### src/rtl/ram_bus_ctrl.sv
`default_nettype none
// ============================================================================
// Module      : ram_bus_ctrl
// Description : Host-to-async-RAM controller driving a shared tri-state data
//               bus. Writes run setup/pulse/hold, reads run a turnaround
//               cycle then two enable cycles, and each transaction ends with
//               a one-cycle done pulse. All outputs are registered.
// Revision    : 1.0 - initial release
// ============================================================================
module ram_bus_ctrl #(
    parameter int DATA_WIDTH = 8,
    parameter int ADDR_WIDTH = 4
) (
    input  logic                  clk,
    input  logic                  rst_n,
    input  logic                  req_i,
    input  logic                  we_i,
    input  logic [ADDR_WIDTH-1:0] addr_i,
    input  logic [DATA_WIDTH-1:0] wdata_i,
    output logic                  ready_o,
    output logic                  done_o,
    output logic [DATA_WIDTH-1:0] rdata_o,
    output logic [ADDR_WIDTH-1:0] ram_addr_o,
    output logic                  ram_cs_o,
    output logic                  ram_we_o,
    output logic                  ram_re_o,
    output logic [DATA_WIDTH-1:0] bus_data_o,
    output logic                  bus_oe_o,
    input  logic [DATA_WIDTH-1:0] bus_data_i
);

    typedef enum logic [2:0] {
        IDLE      = 3'd0,
        WR_SETUP  = 3'd1,
        WR_PULSE  = 3'd2,
        WR_HOLD   = 3'd3,
        RD_ADDR   = 3'd4,
        RD_WAIT   = 3'd5,
        RD_SAMPLE = 3'd6,
        DONE      = 3'd7
    } state_t;

    state_t                  r_state;
    logic [ADDR_WIDTH-1:0]   r_addr;
    logic [DATA_WIDTH-1:0]   r_wdata;
    logic [DATA_WIDTH-1:0]   r_rdata;
    logic                    r_ready;
    logic                    r_done;
    logic                    r_cs;
    logic                    r_we;
    logic                    r_re;
    logic                    r_oe;
    logic [ADDR_WIDTH-1:0]   r_ram_addr;
    logic [DATA_WIDTH-1:0]   r_bus_data;

    state_t                  w_next;
    logic                    w_accept;
    logic [ADDR_WIDTH-1:0]   w_cap_addr;
    logic [DATA_WIDTH-1:0]   w_cap_wdata;
    logic                    w_nxt_cs;
    logic                    w_nxt_oe;

    // A request is only taken while idle; the operation type is carried by
    // the path the state machine takes, so no separate we flag is kept.
    assign w_accept    = (r_state == IDLE) && req_i;
    assign w_cap_addr  = w_accept ? addr_i  : r_addr;
    assign w_cap_wdata = w_accept ? wdata_i : r_wdata;

    // Next-state sequencing: fixed one-cycle-per-state walks through each
    // sequence, converging on DONE and then IDLE.
    always_comb begin
        w_next = r_state;
        case (r_state)
            IDLE:      w_next = req_i ? (we_i ? WR_SETUP : RD_ADDR) : IDLE;
            WR_SETUP:  w_next = WR_PULSE;
            WR_PULSE:  w_next = WR_HOLD;
            WR_HOLD:   w_next = DONE;
            RD_ADDR:   w_next = RD_WAIT;
            RD_WAIT:   w_next = RD_SAMPLE;
            RD_SAMPLE: w_next = DONE;
            DONE:      w_next = IDLE;
            default:   w_next = IDLE;
        endcase
    end

    assign w_nxt_cs = (w_next != IDLE) && (w_next != DONE);
    assign w_nxt_oe = (w_next == WR_SETUP) || (w_next == WR_PULSE) ||
                      (w_next == WR_HOLD);

    // State, captured request and registered Moore outputs for the state
    // being entered; reset clears everything asynchronously.
    always_ff @(posedge clk or negedge rst_n) begin
        if (!rst_n) begin
            r_state    <= IDLE;
            r_addr     <= '0;
            r_wdata    <= '0;
            r_rdata    <= '0;
            r_ready    <= 1'b1;
            r_done     <= 1'b0;
            r_cs       <= 1'b0;
            r_we       <= 1'b0;
            r_re       <= 1'b0;
            r_oe       <= 1'b0;
            r_ram_addr <= '0;
            r_bus_data <= '0;
        end else begin
            r_state    <= w_next;
            r_addr     <= w_cap_addr;
            r_wdata    <= w_cap_wdata;
            if (r_state == RD_SAMPLE) begin
                r_rdata <= bus_data_i;
            end
            r_ready    <= (w_next == IDLE);
            r_done     <= (w_next == DONE);
            r_cs       <= w_nxt_cs;
            r_we       <= (w_next == WR_PULSE);
            r_re       <= (w_next == RD_WAIT) || (w_next == RD_SAMPLE);
            r_oe       <= w_nxt_oe;
            // Address is only presented while the chip is selected, and bus
            // data is zeroed whenever the drivers are disabled.
            r_ram_addr <= w_nxt_cs ? w_cap_addr : '0;
            r_bus_data <= w_nxt_oe ? w_cap_wdata : '0;
        end
    end

    assign ready_o    = r_ready;
    assign done_o     = r_done;
    assign rdata_o    = r_rdata;
    assign ram_addr_o = r_ram_addr;
    assign ram_cs_o   = r_cs;
    assign ram_we_o   = r_we;
    assign ram_re_o   = r_re;
    assign bus_data_o = r_bus_data;
    assign bus_oe_o   = r_oe;

endmodule
`default_nettype wire

### config.mk
export PLATFORM = sky130hd
export DESIGN_NAME = ram_bus_ctrl
export DESIGN_NICKNAME = d
export VERILOG_FILES = /design/src/rtl/ram_bus_ctrl.sv
export SDC_FILE = /design/constraint.sdc
export NUM_CORES = 1
export LEC_CHECK = 0
export ABC_AREA = 1
export ABC_CLOCK_PERIOD_IN_PS = 4200
export CAP_MARGIN = 20
export CORE_ASPECT_RATIO = 0.7
export CORE_MARGIN = 2
export CORE_UTILIZATION = 35
export CTS_CLUSTER_DIAMETER = 40
export DETAILED_ROUTE_END_ITERATION = 6
export PLACE_DENSITY = 0.63
export SLEW_MARGIN = 25
export SYNTH_ARGS = -nofsm -noshare
export SYNTH_HDL_FRONTEND = slang
export SYNTH_SLANG_ARGS = --single-unit
### constraint.sdc
create_clock -name clk -period 4.2 [get_ports clk]
set_clock_uncertainty 0.15 [all_clocks]
set_input_delay 0.42 -clock clk [delete_from_list [all_inputs] [get_ports clk]]
set_output_delay 0.42 -clock clk [all_outputs]
set_load 0.03 [all_outputs]
Word-level counts from Yosys, hierarchy flattened

Index checks and enable logic that the tools add are counted.

Register bits: 41
Input port bits: 24
Output and inout bits: 26
Logic and storage cells: 42

Eq/ne operators: 14
Muxes and demuxes: 7
Reduce and logical (&&, ||, !) cells: 9

Operators by type and width:

| operator                                      | count |
|---|---|
| == test 3 bit, second input constant          | 7 |
| case mux 3 bit (7 select lines)               | 1 |
| two-way mux 8 bit                             | 2 |
| == test 3 x 2 -> 1 bit, second input constant | 4 |
| two-way mux 4 bit                             | 2 |
| == test 3 x 1 -> 1 bit, second input constant | 2 |
| zero test 3 bit                               | 2 |
| two-way mux 3 bit                             | 2 |
| logical OR 1 bit                              | 3 |
| != test 3 bit, second input constant          | 1 |
| nonzero test 3 bit                            | 1 |
| logical AND 1 bit                             | 2 |
| OR reduction 2 bit                            | 1 |

Logic depth before layout (Yosys ltp)

Gate-level depths: netlist of run 1.

Word-level depth: 7
Mapped depth: 8
Gate-level depth less buffers: 8

Worst setup path after synthesis of run 1

Ideal clock, no wire load.

Path type: register -> register
Start: reg r_state[1]
End: reg r_bus_data[5], in the netlist bus_data_o[5]
Library setup time: 0.113 ns
Arrival time: 1.097 ns
Data required time: 3.937 ns
Setup slack: 2.841 ns
Cell stages (with the launch flop): 9
Buffers on the path: 2
Clock period less this slack: 1.359 ns
Cells stage by stage: dfrtp_1 buf_4 nor2_8 nand2_4 buf_6 nand2_1 nand2_1 nand2_1 inv_1

Elaborated cells on any way between the ends: 18
Classes of those cells: eq/ne (10); mux (3); reduce/logical (5)

RTL lines:

| what                   | line | RTL |
|---|---|---|
| from (decl)            | 43   | `state_t r_state;` |
| from (signal assigned) | 107  | `r_state <= w_next;` |
| zero test 3 bit        | 65   | `assign w_accept = (r_state == IDLE) && req_i;` |
| logical AND 1 bit      | 65   |  |
| two-way mux 8 bit      | 67   | `assign w_cap_wdata = w_accept ? wdata_i : r_wdata;` |
| net w_cap_wdata[5]     | 59   | `logic [DATA_WIDTH-1:0] w_cap_wdata;` |
| two-way mux 8 bit      | 122  | `r_bus_data <= w_nxt_oe ? w_cap_wdata : '0;` |
| to (signal assigned)   | 122  |  |
| to (decl)              | 54   | `logic [DATA_WIDTH-1:0] r_bus_data;` |

The timed path passes the listed nets, and every way through them passes these cells.
A chain may end at the register's enable or synchronous reset.

Final worst setup path of run 1

Start: reg r_ready, in the netlist ready_o
End: out ready_o

RTL lines:

| what                   | line | RTL |
|---|---|---|
| from (decl)            | 47   | `logic r_ready;` |
| from (signal assigned) | 113  | `r_ready <= (w_next == IDLE);` |
| to (decl)              | 20   | `output logic ready_o,` |

No word-level cell between the ends.

==> impl_metrics.prom, run 1 <==
# TYPE chip_impl_metric gauge
chip_impl_metric{name="clock_tree.htree_level_count",unit=""} 2
chip_impl_metric{name="ir_drop",unit="uV"} 403
chip_impl_metric{name="worstPathMaxFanout",unit=""} 1
chip_impl_info{name="r2r-start",value="r_state[2]"} 1
chip_impl_metric{name="placement_rows",unit=""} 20
chip_impl_info{name="cp_cell_sequence",value="clkdlybuf4s50_1"} 1
chip_impl_metric{name="cp_data_required_time",unit="ns"} 3.63
chip_impl_metric{name="first_iter_violations",unit=""} 33
chip_impl_metric{name="wl_per_cell",unit="um"} 12.1
chip_impl_metric{name="yosys_warnings",unit=""} 0
chip_impl_info{name="min_path_type",value="input port to asynchronous set/reset pin"} 1
chip_impl_metric{name="postCtsSetupBuffers",unit=""} 0
chip_impl_metric{name="data_arrival_critical_path",unit="ns"} 1.46
chip_impl_metric{name="finished_core_util",unit=""} 0.513
chip_impl_metric{name="final_antenna_net_count",unit=""} 0
chip_impl_metric{name="asyncSetResetFlopFracSynth",unit=""} 1.00
chip_impl_info{name="cts.root.buffer_cell",value="clkbuf_8"} 1
chip_impl_metric{name="max_cap_violations",unit=""} 0
chip_impl_info{name="yosys-top-cells-area",value="dfrtp_1 62%, nand2_1 8.4%, mux2_2 5.6%, inv_1 4.9%, nand3_1 3.4%"} 1
chip_impl_metric{name="setup_viol",unit=""} 0
chip_impl_metric{name="wl",unit="um"} 3100
chip_impl_metric{name="dr_total_vias",unit=""} 1172
chip_impl_metric{name="synth-seq-area-share",unit=""} 0.637
chip_impl_metric{name="via_per_inst",unit=""} 4.56
chip_impl_info{name="yosys_most_used_dff",value="dfrtp_1"} 1
chip_impl_info{name="unrepaired_setup_endpoints_after_global_routing",value="no"} 1
chip_impl_metric{name="synth_top_area_share",unit=""} 0.621
chip_impl_info{name="cts_tree",value="built"} 1
chip_impl_metric{name="period_minus_slack",unit="ns"} 2.03
chip_impl_metric{name="die_w",unit="um"} 85.1
chip_impl_metric{name="max_clock_freq",unit="MHz"} 492
chip_impl_metric{name="timing.max_slew.rel_slack",unit=""} 0.412
chip_impl_info{name="result_of_the_run",value="finished, final reports clean"} 1
chip_impl_metric{name="largest_net_degree_at_the_start_of_global_routing",unit=""} 42
chip_impl_metric{name="place_congestion",unit=""} 0.729
chip_impl_metric{name="worstSkewPairLatency",unit="ns"} 0.29
chip_impl_metric{name="cts.sink_count",unit=""} 41
chip_impl_metric{name="final-hold-violation-count",unit=""} 0
chip_impl_metric{name="number_of_flip_flops_and_latches_in_the_synthesized_netlist",unit=""} 41
chip_impl_info{name="setup.worst_path.start",value="ready_o"} 1
chip_impl_metric{name="grt_pass1_wl",unit="um"} 5190
chip_impl_info{name="slowest_stage",value="clkdlybuf4s50_1"} 1
chip_impl_metric{name="drv_slew",unit=""} 0
chip_impl_metric{name="max_stage_delay",unit="ns"} 0.66
chip_impl_metric{name="core-area",unit="um^2"} 4380
chip_impl_metric{name="holdBufCountCts",unit=""} 0
chip_impl_metric{name="count_of_flip_flops_with_a_built_in_enable_after_synthesis",unit=""} 0
chip_impl_metric{name="worst_slew_pin_slew",unit="ns"} 0.882
chip_impl_metric{name="path_depth",unit=""} 1
chip_impl_info{name="synthMostInstantiatedCell",value="dfrtp_1"} 1
chip_impl_metric{name="clkTransAtPathRegs",unit="ns"} 0.07
chip_impl_metric{name="insertedDiodeCount",unit=""} 0
chip_impl_metric{name="final.fill_count",unit=""} 390
chip_impl_metric{name="drive_above_1_share",unit=""} 0.163
chip_impl_metric{name="rr_worst_depth",unit=""} 7
chip_impl_metric{name="post_synth.cell_area_avg",unit="um^2"} 10.9
chip_impl_metric{name="netlist-cell-type-count",unit=""} 21
chip_impl_info{name="path_delay_family",value="buffers and inverters"} 1
chip_impl_metric{name="synthesis.nets",unit=""} 172
chip_impl_metric{name="numPortBuffers",unit=""} 49
chip_impl_metric{name="track_usage",unit=""} 0.135
chip_impl_metric{name="final_net_count",unit=""} 225
chip_impl_info{name="worstSetupEndpointType",value="primary output"} 1
chip_impl_info{name="start_kind",value="register"} 1
chip_impl_metric{name="dieArea",unit="um^2"} 5170
chip_impl_metric{name="grt_pass1_vias",unit=""} 1121
chip_impl_metric{name="cp_bufs_invs",unit=""} 1
chip_impl_metric{name="number_of_buffers_created_by_cts",unit=""} 5
chip_impl_metric{name="start_util",unit=""} 0.368
chip_impl_metric{name="postCtsResizedCells",unit=""} 0
chip_impl_metric{name="detailedRoute.firstPassIterationCount",unit=""} 4
chip_impl_metric{name="drcViolationCount",unit=""} 0
chip_impl_info{name="synth_largest_area_cell",value="dfrtp_1"} 1
chip_impl_metric{name="finalSetupTns",unit="ns"} 0
chip_impl_metric{name="power.total",unit="W"} 0.00183
chip_impl_metric{name="grt.overflow.total",unit=""} 0
chip_impl_info{name="synth.top_cells.by_count",value="40 x dfrtp_1, 36 x nand2_1, 21 x inv_1, 11 x nand3_1, 8 x mux2_2"} 1
chip_impl_metric{name="grt_antenna_before_repair",unit=""} 0
chip_impl_metric{name="hpwl",unit="um"} 2270
chip_impl_metric{name="power.density",unit="nW/um^2"} 812
chip_impl_info{name="timing.setup.critical_path_class",value="register to primary output"} 1
chip_impl_metric{name="number_of_instances_in_the_synthesized_netlist",unit=""} 148
chip_impl_metric{name="period_utilization_post_route",unit=""} 0.484
chip_impl_metric{name="area_delta_synth_final",unit="%"} 39.4
chip_impl_metric{name="cts_max_path_buffers",unit=""} 2
chip_impl_metric{name="fp.dieH",unit="um"} 60.8
chip_impl_metric{name="synthesis.area",unit="um^2"} 1610
chip_impl_metric{name="top_level_ports",unit=""} 50
chip_impl_metric{name="power_leakage",unit="nW"} 1.14
-- registers in the layout, indices dropped and copies added, names as in the netlist --
register / count
bus_data_o: 8
ram_re_o: 1
ram_we_o: 1
ram_cs_o: 1
r_wdata: 8
r_addr: 4
done_o: 1
ram_addr_o: 4
ready_o: 1
rdata_o: 8
bus_oe_o: 1
r_state: 3
-- where the power goes --
part / switching [W] / internal, W
sequential: 0.0000959 / 0.000573
clock: 0.000128 / 0.000176
combinational: 0.000503 / 0.000349
-- cell type report --
class,instances,area (um^2),share of cell area
Clock buffer,6,72.6,0.0323
Clock inverter,2,35.0,0.0156
Inverter,23,88.8,0.0395
Multi-Input combinational cell,81,469,0.209
Sequential cell,41,1030,0.457
Tap cell,55,68.8,0.0306
Timing Repair Buffer,49,485,0.216
-- metrics by stage --
step / cell area [um^2] / hold WS (ns) / instances / worst slack, ns
after global placement: 2140 / 0.302 / 249 / 2.31
final: 2250 / 0.0957 / 257 / 2.17
after CTS: 2250 / 0.135 / 257 / 2.15
after floorplan: 1610 / -0.0256 / 148 / 2.84
after detailed placement: 2140 / 0.306 / 249 / 2.27
after global routing: 2250 / 0.163 / 257 / 2.13
-- worst paths after layout --
kind / to / slack [ns]
min in group clk: r_wdata[7] / 0.32
worst max-delay path: ready_o / 2.17
worst min-delay path: ram_re_o / 0.1
worst max register to register: bus_data_o[4] / 2.64
worst min register to register: r_wdata[7] / 0.32
max in group asynchronous: bus_oe_o / 3.25
-- cell usage in the layout (no fill, tap or decap) --
cell / count
o21ai_0: 3
nand3_2: 1
clkinv_2: 1
nor2_4: 2
mux2_2: 8
nor2_1: 3
a21oi_1: 4
nand2_1: 36
clkbuf_8: 5
bufinv_16: 1
clkbuf_1: 1
nand3_1: 11
dfrtp_1: 40
buf_2: 1
dfstp_2: 1
nand2_2: 5
o21ai_2: 4
clkdlybuf4s50_1: 48
nand2_4: 1
inv_4: 1
inv_2: 1
nor2_8: 1
o21a_1: 1
nor3_1: 1
inv_1: 21
-- routing by layer --
metal,track usage,vias up,wire (um)
li1,-,565,-
met1,0.180,548,1480
met3,0.0367,8,247
met4,0.0816,0,83
met2,0.202,51,1290
met5,0,-,0
-- logic make-up (layout without fill, tap and decap cells) --
| family | Yosys count | in the layout | synth area share |
|---|---|---|---|
| mux | 8 | 8 | 0.0559 |
| buf+inv | 26 | 80 | 0.0714 |
| flops | 41 | 41 | 0.637 |
| simple gates | 61 | 61 | 0.187 |
| compound gates | 12 | 12 | 0.0481 |
Note: power is estimated with default switching activity, not from simulation.
==> run 2: changes to the inputs <==
Settings changed: ABC_CLOCK_PERIOD_IN_PS 4200 to 1980.
Clock period 4.2 ns to 1.98 ns, I/O delays scaled along.
==> run 2 against run 1 <==
Effect of this change:
- final cell count increased by 0.78%
- final area increased by 1.2%
- worst hold slack improved by 0.23 ns
- first-iteration DRC count unchanged
- sequential power increased by 110%
- worst setup slack got worse by 2.0 ns
- global-route usage increased by 0.78 points
- routed wire length increased by 5.4%
- non-clock buffer count increased by 2
==> impl_metrics.prom, run 2 (synthesis results as in run 1) <==
# TYPE chip_impl_metric gauge
chip_impl_info{name="result_of_the_run",value="finished, final reports clean"} 1
chip_impl_metric{name="wl",unit="um"} 3270
chip_impl_metric{name="max_cap_violations",unit=""} 0
chip_impl_info{name="worstSetupEndpointType",value="primary output"} 1
chip_impl_info{name="cts_tree",value="built"} 1
chip_impl_metric{name="hpwl",unit="um"} 2390
chip_impl_info{name="unrepaired_setup_endpoints_after_global_routing",value="no"} 1
chip_impl_metric{name="die_w",unit="um"} 85.1
chip_impl_metric{name="period_minus_slack",unit="ns"} 1.81
chip_impl_info{name="timing.setup.critical_path_class",value="register to primary output"} 1
chip_impl_metric{name="drv_slew",unit=""} 0
chip_impl_metric{name="dr_total_vias",unit=""} 1143
chip_impl_metric{name="grt_antenna_before_repair",unit=""} 0
chip_impl_metric{name="grt.overflow.total",unit=""} 0
chip_impl_metric{name="cts_max_path_buffers",unit=""} 2
chip_impl_info{name="min_path_type",value="register to register"} 1
chip_impl_metric{name="power_leakage",unit="nW"} 1.15
chip_impl_info{name="cts.root.buffer_cell",value="clkbuf_8"} 1
chip_impl_metric{name="wl_per_cell",unit="um"} 12.6
chip_impl_metric{name="area_delta_synth_final",unit="%"} 41.1
chip_impl_metric{name="final_net_count",unit=""} 227
chip_impl_metric{name="grt_pass1_vias",unit=""} 1137
chip_impl_metric{name="power.density",unit="nW/um^2"} 1730
chip_impl_metric{name="post-route-cell-area",unit="um^2"} 2270
chip_impl_metric{name="detailedRoute.firstPassIterationCount",unit=""} 4
chip_impl_info{name="r2r-end",value="bus_data_o[4]"} 1
chip_impl_info{name="start_kind",value="register"} 1
chip_impl_metric{name="placement_rows",unit=""} 20
chip_impl_info{name="mostFrequentLayoutCells",value="48 x clkdlybuf4s50_1, 40 x dfrtp_1, 36 x nand2_1, 21 x inv_1, 11 x nand3_1"} 1
chip_impl_metric{name="dpl_cell_area",unit="um^2"} 2150
chip_impl_metric{name="cp_bufs_invs",unit=""} 1
chip_impl_metric{name="ir_drop",unit="uV"} 802
chip_impl_metric{name="final-hold-violation-count",unit=""} 0
chip_impl_metric{name="top_level_ports",unit=""} 50
chip_impl_metric{name="data_arrival_critical_path",unit="ns"} 1.46
chip_impl_metric{name="largest_net_degree_at_the_start_of_global_routing",unit=""} 42
chip_impl_metric{name="number_of_buffers_created_by_cts",unit=""} 5
chip_impl_info{name="timing.hold.worst.start",value="r_wdata[5]"} 1
chip_impl_metric{name="finalSetupTns",unit="ns"} 0
chip_impl_metric{name="clkTransAtPathRegs",unit="ns"} 0.07
chip_impl_metric{name="worstPathMaxFanout",unit=""} 1
chip_impl_info{name="path_delay_family",value="buffers and inverters"} 1
chip_impl_metric{name="worstSkewPairLatency",unit="ns"} 0.29
chip_impl_metric{name="max_stage_delay",unit="ns"} 0.66
chip_impl_metric{name="core-area",unit="um^2"} 4380
chip_impl_metric{name="max_clock_freq",unit="MHz"} 552
chip_impl_info{name="slowest_stage",value="clkdlybuf4s50_1"} 1
chip_impl_metric{name="reg2reg_setup_slack",unit="ns"} 0.41
chip_impl_metric{name="setup_viol",unit=""} 0
chip_impl_metric{name="drive_above_1_share",unit=""} 0.167
chip_impl_metric{name="start_util",unit=""} 0.368
chip_impl_info{name="r2r-start",value="r_state[1]"} 1
chip_impl_metric{name="postCtsSetupBuffers",unit=""} 0
chip_impl_metric{name="timing.max_slew.rel_slack",unit=""} 0.659
chip_impl_info{name="cp_cell_sequence",value="clkdlybuf4s50_1"} 1
chip_impl_metric{name="rr_worst_depth",unit=""} 7
chip_impl_metric{name="insertedDiodeCount",unit=""} 0
chip_impl_metric{name="grt_pass1_wl",unit="um"} 5410
chip_impl_metric{name="cp_data_required_time",unit="ns"} 1.63
chip_impl_metric{name="clock_tree.htree_level_count",unit=""} 2
chip_impl_metric{name="drcViolationCount",unit=""} 0
chip_impl_metric{name="worst_slew_pin_slew",unit="ns"} 0.512
chip_impl_info{name="hold-path-endpoint",value="r_wdata[5]"} 1
chip_impl_metric{name="cts.sink_count",unit=""} 41
chip_impl_metric{name="final_antenna_net_count",unit=""} 0
chip_impl_info{name="layout.cells.most_common",value="clkdlybuf4s50_1"} 1
chip_impl_metric{name="numPortBuffers",unit=""} 49
chip_impl_metric{name="timing.hold.worst_path_depth",unit=""} 2
chip_impl_metric{name="place_congestion",unit=""} 0.711
chip_impl_metric{name="track_usage",unit=""} 0.143
chip_impl_metric{name="period_utilization_post_route",unit=""} 0.915
chip_impl_metric{name="dieArea",unit="um^2"} 5170
chip_impl_metric{name="fp.dieH",unit="um"} 60.8
chip_impl_metric{name="via_per_inst",unit=""} 4.41
chip_impl_metric{name="first_iter_violations",unit=""} 33
-- run 2: cell count changes in the layout (fill, tap and decap cells not counted) --
cell,previous run,this run
dlygate4sd3_1,0,1
buf_4,0,1
clkinv_2,1,0
clkbuf_8,5,6
-- run 2: cell type report --
type,instances,area (um^2)
fillers,390,2110
flip-flops and latches,41,1030
repair buffers,51,503
multi-input cells,81,469
inverters,23,88.8
clock buffers,7,86.3
well taps,55,68.8
clock inverters,1,30.0
-- run 2: metal layers --
layer  vias to the layer above  GRT usage  share of wire
met2                        42      0.206           0.42
li1                        567          -              -
met3                         4     0.0571          0.068
met4                         0     0.0748          0.019
met1                       530      0.189           0.49
met5                         -          0              0
-- run 2: worst max-delay path by stage --
stage | startpoint | endpoint | slack, ns | cells after the start
finish | ready_o | ready_o | 0.17 | 1
global route | ready_o | ready_o | 0.12 | 1
floorplan | r_state[1] | bus_data_o[5] | 0.62 | 8
detailed placement | req_i | bus_data_o[6] | 0.27 | 8
CTS | ready_o | ready_o | 0.15 | 1
global placement | req_i | bus_data_o[1] | 0.31 | 8
-- run 2: repair_timing --
item                                   CTS  global route
endpoints found under the hold margin   40             0
setup endpoints to repair                0             0
hold buffers                             1             0
gates resized for setup                  0             0
-- run 2: through the flow --
step | hold WS, ns | util | setup WS (ns) | cells | power (W)
6_report | 0.325 | 0.519 | 0.168 | 259 | 0.00393
5_1_grt | 0.349 | 0.519 | 0.125 | 259 | 0.00422
4_1_cts | 0.327 | 0.519 | 0.152 | 259 | 0.00398
3_5_place_dp | 0.148 | 0.490 | 0.271 | 250 | 0.00328
3_3_place_gp | 0.135 | 0.490 | 0.310 | 250 | 0.00323
2_1_floorplan | -0.248 | - | 0.621 | 148 | 0.00261
-- run 2: power by group --
part / internal, W / total, W / switching [W]
sequential: 0.00122 / 0.00142 / 0.000204
clock: 0.000411 / 0.000683 / 0.000273
combinational: 0.000743 / 0.00182 / 0.00108
